[src/rtl/hc595_rx_decoder.sv]
// hc595_rx_decoder: rebuilds a 74HC595 chain from ds_data/ds_shcp/ds_stcp and decodes {sel,seg} frames into a 6-digit BCD image.
//   in : clk, rst (sync, active-high), ds_data, ds_shcp, ds_stcp (async to clk)
//   out: par_q {sel,seg}, latch_vld/frame_err (latch stage), dig_vld/dec_err/dig_idx/dig_val/dig_dp (decode stage), disp_bcd
module hc595_rx_decoder #(
  parameter int SHIFT_W = 16,
  parameter int NUM_DIG = 6
) (
  input  logic                   clk,
  input  logic                   rst,
  input  logic                   ds_data,
  input  logic                   ds_shcp,
  input  logic                   ds_stcp,
  output logic [SHIFT_W-1:0]     par_q,
  output logic                   latch_vld,
  output logic                   frame_err,
  output logic                   dig_vld,
  output logic [2:0]             dig_idx,
  output logic [3:0]             dig_val,
  output logic                   dig_dp,
  output logic                   dec_err,
  output logic [4*NUM_DIG-1:0]   disp_bcd
);
  logic [2:0] s1, s2, s3;
  logic [SHIFT_W-1:0] shreg;
  logic [4:0] bit_cnt;
  logic sh_rise, st_rise, seg_ok, dec_ok;
  logic [3:0] seg_val;
  logic [2:0] sel_idx, zeros;
  assign sh_rise = s2[1] & ~s3[1];
  assign st_rise = s2[2] & ~s3[2];
  always_comb begin
    seg_ok = 1'b1;
    seg_val = 4'd0;
    case (par_q[6:0])
      7'h40: seg_val = 4'd0;
      7'h79: seg_val = 4'd1;
      7'h24: seg_val = 4'd2;
      7'h30: seg_val = 4'd3;
      7'h19: seg_val = 4'd4;
      7'h12: seg_val = 4'd5;
      7'h02: seg_val = 4'd6;
      7'h78: seg_val = 4'd7;
      7'h00: seg_val = 4'd8;
      7'h10: seg_val = 4'd9;
      default: seg_ok = 1'b0;
    endcase
  end
  // Active-low one-hot select: legal only with exactly one zero among the digit lines.
  always_comb begin
    zeros = 3'd0;
    sel_idx = 3'd0;
    for (int i = 0; i < NUM_DIG; i++)
      if (!par_q[SHIFT_W/2+i]) begin
        zeros = zeros + 3'd1;
        sel_idx = 3'(i);
      end
  end
  assign dec_ok = seg_ok && zeros == 3'd1;
  always_ff @(posedge clk) begin
    if (rst) begin
      s1 <= '0;
      s2 <= '0;
      s3 <= '0;
      shreg <= '0;
      bit_cnt <= '0;
      par_q <= '0;
      latch_vld <= 1'b0;
      frame_err <= 1'b0;
      dig_vld <= 1'b0;
      dec_err <= 1'b0;
      dig_idx <= '0;
      dig_val <= '0;
      dig_dp <= 1'b0;
      disp_bcd <= '0;
    end else begin
      s1 <= {ds_stcp, ds_shcp, ds_data};
      s2 <= s1;
      s3 <= s2;
      latch_vld <= st_rise;
      frame_err <= st_rise && bit_cnt != 5'(SHIFT_W);
      dig_vld <= latch_vld && dec_ok;
      dec_err <= latch_vld && !dec_ok;
      if (sh_rise) shreg <= {shreg[SHIFT_W-2:0], s2[0]};
      if (st_rise) par_q <= shreg;
      // A shift coinciding with the latch belongs to the next frame.
      bit_cnt <= st_rise ? {4'd0, sh_rise} : (sh_rise && bit_cnt != 5'd31) ? bit_cnt + 5'd1 : bit_cnt;
      if (latch_vld && dec_ok) begin
        dig_idx <= sel_idx;
        dig_val <= seg_val;
        dig_dp <= ~par_q[7];
        disp_bcd[{sel_idx, 2'b00} +: 4] <= seg_val;
      end
    end
  end
endmodule

[config.mk]
export PLATFORM = sky130hd
export DESIGN_NAME = hc595_rx_decoder
export DESIGN_NICKNAME = d
export VERILOG_FILES = /design/src/rtl/hc595_rx_decoder.sv
export SDC_FILE = /design/constraint.sdc
export NUM_CORES = 1
export LEC_CHECK = 0
export ABC_AREA = 1
export ABC_CLOCK_PERIOD_IN_PS = 3650
export CAP_MARGIN = 5
export CORE_AREA = 2 2 90 92
export CTS_BUF_LIST = sky130_fd_sc_hd__clkbuf_2 sky130_fd_sc_hd__clkbuf_4 sky130_fd_sc_hd__clkbuf_8
export DETAILED_ROUTE_END_ITERATION = 8
export DIE_AREA = 0 0 92 94
export HOLD_SLACK_MARGIN = 0.02
export PLACE_DENSITY = 0.74
export SETUP_SLACK_MARGIN = 0.1
export SYNTH_ARGS = -nofsm -noshare
export SYNTH_HDL_FRONTEND = slang
export SYNTH_SLANG_ARGS = --single-unit
[constraint.sdc]
create_clock -name clk -period 3.65 [get_ports clk]
set_clock_uncertainty 0.15 [all_clocks]
set_input_delay 0.5475 -clock clk [delete_from_list [all_inputs] [get_ports clk]]
set_output_delay 0.5475 -clock clk [all_outputs]
set_load 0.05 [all_outputs]
# After elaboration in Yosys (flattened, before gate mapping)
# Cells that the tools add are included.
# classes
add_sub_neg,7
multipliers,0
div_mod_pow,0
order_cmp,0
n_eq_ne,12
n_shift,2
muxes,16
bitwise_logic,5
n_reduce_logical,10
# ops
op,count
4-bit case mux with 9 select lines,1
3-bit 2-to-1 mux,9
24-bit bitwise mux,1
4-bit by 7-bit variable shift with 24-bit output (first input constant),1
4-bit by 7-bit indexed part select with 24-bit output,1
7-bit by 5-bit equality test with 1-bit output (second input constant),3
7-bit equality test (second input constant),3
3-bit by 1-bit adder with 3-bit output (second input constant),5
7-bit by 6-bit equality test with 1-bit output (second input constant),2
5-bit != test (second input constant),2
10-bit OR reduction,1
7-bit by 2-bit equality test with 1-bit output (second input constant),1
7-bit zero test,1
5-bit negator with 7-bit output,1
5-bit by 1-bit adder with 5-bit output (second input constant),1
1-bit logical AND,5
1-bit 2-to-1 mux,5
3-bit by 1-bit equality test with 1-bit output (second input constant),1
1-bit inverter,3
1-bit bitwise AND,2
2-bit nonzero test,1
2-bit OR reduction,1
1-bit zero test,1
# totals
regBits,82
latchBits,0
mem_bits_rw,0
rom_bits,0
inputBits,5
output_inout_bits,52
wordCells,67
n_memories,0

# Logic depth before layout (Yosys ltp)
# Gate-level depths: netlist of the first run.
# depth
word_depth,15
ltp_mapped,23
depth_no_buf,23

# Least setup slack after synthesis of the first run
# Ideal clock, no wire load.
# synth_path
path_type,flip-flop to flip-flop
startpoint,register par_q[9]
endpoint,register disp_bcd[19]
setup_ps,114
arrival_time_ps,3538
required_time_ps,3386
slack_ps,-152
stages_incl_launch_ff,22
n_path_buf,1
period_less_slack_ps,3802
path_cell_list,dfxtp_1 > inv_1 > ha_1 > inv_1 > nand2_1 > nand2_1 > ha_1 > or2_1 > nand2_1 > inv_1 > ha_1 > nand2_1 > nand2_1 > ha_1 > or2_2 > nand2_1 > nand2_2 > nor2_4 > buf_6 > nand3_4 > a21oi_1 > nor2_1
# synth_via
elab_chain_cells,12
elab_cells_between_ends,21
cone_classes,add/sub: 5; eq/ne: 1; shift: 2; mux: 11; reduce/logical: 2
# synth_rtl
item,line_no,rtl
"start, declared",13,"output logic [SHIFT_W-1:0] par_q,"
"start signal, assigned",84,if (st_rise) par_q <= shreg;
3-bit 2-to-1 mux,53,if (!par_q[SHIFT_W/2+i]) begin
3-bit by 1-bit adder with 3-bit output,54,zeros = zeros + 3'd1;
3-bit 2-to-1 mux,53,
3-bit by 1-bit adder with 3-bit output,54,
3-bit 2-to-1 mux,53,
3-bit by 1-bit adder with 3-bit output,54,
3-bit 2-to-1 mux,53,
3-bit by 1-bit adder with 3-bit output,54,
3-bit 2-to-1 mux,53,
3-bit by 1-bit equality test with 1-bit output,58,assign dec_ok = seg_ok && zeros == 3'd1;
1-bit logical AND,58,
1-bit logical AND,87,if (latch_vld && dec_ok) begin
"end signal, assigned by index",91,"disp_bcd[{sel_idx, 2'b00} +: 4] <= seg_val;"
"end, declared",21,output logic [4*NUM_DIG-1:0] disp_bcd
# Several ways; a longest one is shown, not always the timed one.
# A chain may end at the register's enable or synchronous reset.

# Worst setup path after layout of the first run
# layout_path
startpoint,register par_q[9]
endpoint,register disp_bcd[6]
# The elaborated chain is that of the path after synthesis.

==> results of run 1 <==
## synth_stat cells
master / instances / share of area [%]
nor2_4: 1 / 0.30
xor2_1: 2 / 0.46
nand2_2: 3 / 0.49
nor2_1: 85 / 8.4
nand4_1: 29 / 4.8
nand3_1: 19 / 2.5
inv_2: 4 / 0.39
a21oi_1: 25 / 3.3
or2_2: 1 / 0.16
dfxtp_1: 81 / 43
a31oi_2: 1 / 0.33
clkbuf_1: 12 / 1.2
o21ai_0: 25 / 3.3
nand3_4: 3 / 1.4
nor3_2: 1 / 0.26
a41oi_1: 1 / 0.23
buf_4: 1 / 0.20
nor3_1: 10 / 1.3
nand3_2: 2 / 0.53
buf_1: 2 / 0.20
nand2_1: 102 / 10
o22ai_1: 14 / 2.3
buf_6: 1 / 0.30
nor4_2: 1 / 0.33
ha_1: 13 / 4.3
clkinv_1: 2 / 0.20
a22o_1: 2 / 0.46
xnor2_1: 1 / 0.23
inv_1: 93 / 9.2
buf_2: 3 / 0.39
or2_1: 1 / 0.16
## cell families after synthesis
kind of cell | Yosys count
and+or+nand+nor | 258
buffers and inverters | 118
DFF | 81
AOI/OAI and AO/OA | 68
adders and majority gates | 13
xor gates and xnor gates | 3
## stage by stage
step,util [%],hold slack (ps),setup TNS [ps],cell area [sq um]
6_report,65.3,256,0,4970
2_1_floorplan,-,238,0,3820
4_1_cts,63.6,261,0,4840
5_1_grt,65.3,276,-20.0,4970
3_5_place_dp,59.2,248,-154,4500
3_3_place_gp,59.2,245,0,4500
## layer usage
metal	wire length, microns	track usage (%)	part of all wire, %	vias up
li1	-	-	-	1841
met1	3720	24.6	42	1608
met2	4570	38.9	52	87
met3	369	3.13	4.2	21
met4	207	9.08	2.3	0
met5	0	0	0	-
## registers in the layout, summed over array words and instances, names as in the netlist, 2 cells and up
register and cells:
dig_idx 3, s3 2, dig_val 4, s1 3, s2 3, par_q 16, disp_bcd 24, bit_cnt 5
shreg 16
## critical path, stage by stage, from the launching register on
cell	delay (ps)
dfxtp_4	370
inv_4	40
ha_4	290
nand2_2	90
nand2_4	100
ha_4	190
or2_1	240
nand2_1	70
inv_1	50
ha_1	290
nand2_1	90
nand2_1	70
ha_2	180
nand2_2	80
xor2_2	150
xnor2_1	140
nand2_1	110
nor2_4	200
buf_12	170
nand3_4	110
nand2_1	100
nand2_1	50
nor2_1	100
## worst paths after layout
check | start | end | slack [ps]
hold / removal | s1[0]$_SDFF_PP0_ | s2[0]$_SDFF_PP0_ | 260
setup / recovery | par_q[9]$_SDFFE_PP0P_ | disp_bcd[6]$_SDFFE_PP0P_ | 190
setup reg to reg | par_q[9]$_SDFFE_PP0P_ | disp_bcd[6]$_SDFFE_PP0P_ | 190
hold reg to reg | s1[0]$_SDFF_PP0_ | s2[0]$_SDFF_PP0_ | 260
## layout make-up
| class | instances | area (sq um) | area share, % |
|---|---|---|---|
| sequential | 81 | 1630 | 32.8 |
| tap | 102 | 128 | 2.57 |
| clock inverter | 7 | 105 | 2.12 |
| timing repair buffer | 73 | 728 | 14.7 |
| inverter | 99 | 377 | 7.58 |
| multi-input combinational | 342 | 1880 | 37.8 |
| clock buffer | 9 | 124 | 2.49 |
## power by group through the flow
stage          Combinational, W  Clock, W  Sequential, W
2_1_floorplan         0.0000682         0       0.000935
3_3_place_gp           0.000102         0       0.000927
3_5_place_dp           0.000105         0       0.000928
4_1_cts                0.000107  0.000769       0.000907
5_1_grt                0.000128  0.000809       0.000909
6_report               0.000114  0.000758       0.000907
## what timing repair did
item	CTS	global route
setup endpoints to repair	28	34
pin swaps	4	21
buffers inserted	3	4
gates cloned	1	0
resized for setup	13	32
==> metrics, run 1 <==
status=complete, no violations; Pwr per Cell Area=358 nW/um^2; Sw Share=25.0%; reg2reg path depth=22; root buffer cell=clkbuf_8; Highest Clock Rate=289 MHz; crit-path max FO=8; die span in x=92 microns; final setup vio count=0; vias post-DR=3557; simple-gate share of the synthesized area=30.6%; Worst-Margin Slew=567 ps; global-route wire length before repair=14800 microns; antenna violations before repair=0; Seq/Total Area, Yosys=42.5%; pre-CTS WS=-54.9 ps; pin count of the biggest net entering global routing=32; Post-Layout Cell Count=713; Rel. slew slack=62.1%; CTS sink count=81; post-DP HPWL=6100 microns; setup repair after global routing missed its margin=yes; number of port buffers=56; Hold-fix buffers, CTS=0; core footprint=7610 sq um; kind of end point of the critical path=flip-flop; Tcrit/Tclk final=94.7%; commonest non-fill, non-tap cell in the layout=inv_1; FP Rows=32; Final Wtd Congestion=0.857; # Max-Cap Violations=0; Cell Int Power=0.00134 W; Synth Area in Adders=4.27%; Fillers=667; final WL=8870 microns; CTS Buffer Depth=2; largest vdd supply drop=237 uV; Worst-Skew Late Latency=360 ps; ANT nets after route=0; P_sw=0.000444 W; drt pass-1 iters=5; Min-Delay Path Class=flip-flop to flip-flop; Avg Inst Size Synth=7.04 sq um; leakage power=2.08 nW; CP required=3810 ps; mux share of post-synthesis cell area=0%; final-stage net count=624; synthesis-stage register bit count=81; logic gate share of total power=6.4%; final hold vios=0; count of different cell masters after synthesis=31; post-synth net total=559; share of cells above drive strength 1=13.7%; largest family of logic cells by synthesized area=simple AND/OR/NAND/NOR gates; iteration-0 DRC count of the detailed router=235; Final min period=3460 ps; Clk pwr share=42.6%; worst hold path cell count=2; GRT Residual Overflow=0; XOR/XNOR share of the synthesized area=0.689%; synth warn=0; Die Area=8650 sq um; CTS tree=yes; clock slew at reported path FFs=100 ps; DIE HEIGHT=94 microns; post-synth design cell area=3810 sq um; Post-Syn Instances=541; Avg WL per Cell=12.4 microns; Crit Path Category=flip-flop to flip-flop; crit path launch type=flip-flop; Sequential Power Share=51.0%; total track usage=21.2%; area grow syn2layout=30.3%; Ant. Diodes=0; PnR worst setup slack=192 ps; total power=0.00178 W; Synth Area in Compound Gates=9.88%; Vias/cell=4.99; vias in the first global route=3411; Initial Util=50.1%; dpl cells=689; H-Tree Depth=3; final slew viol count=0; I/O pins=57; most frequent cells in the layout=inv_1, nand2_1, nor2_1; residual DRC count=0; Crit path arrival time=3620 ps; clock buffer count from CTS=9
No activity file was read; power rests on OpenSTA's default activity.
==> run 2, diff against run 1 <==
ABC_CLOCK_PERIOD_IN_PS = unset   (was 3650)
GPL_ROUTABILITY_DRIVEN = 0   (was unset)
==> results of run 2 <==
Final layout, timing and power as in run 1 (identical DEF).
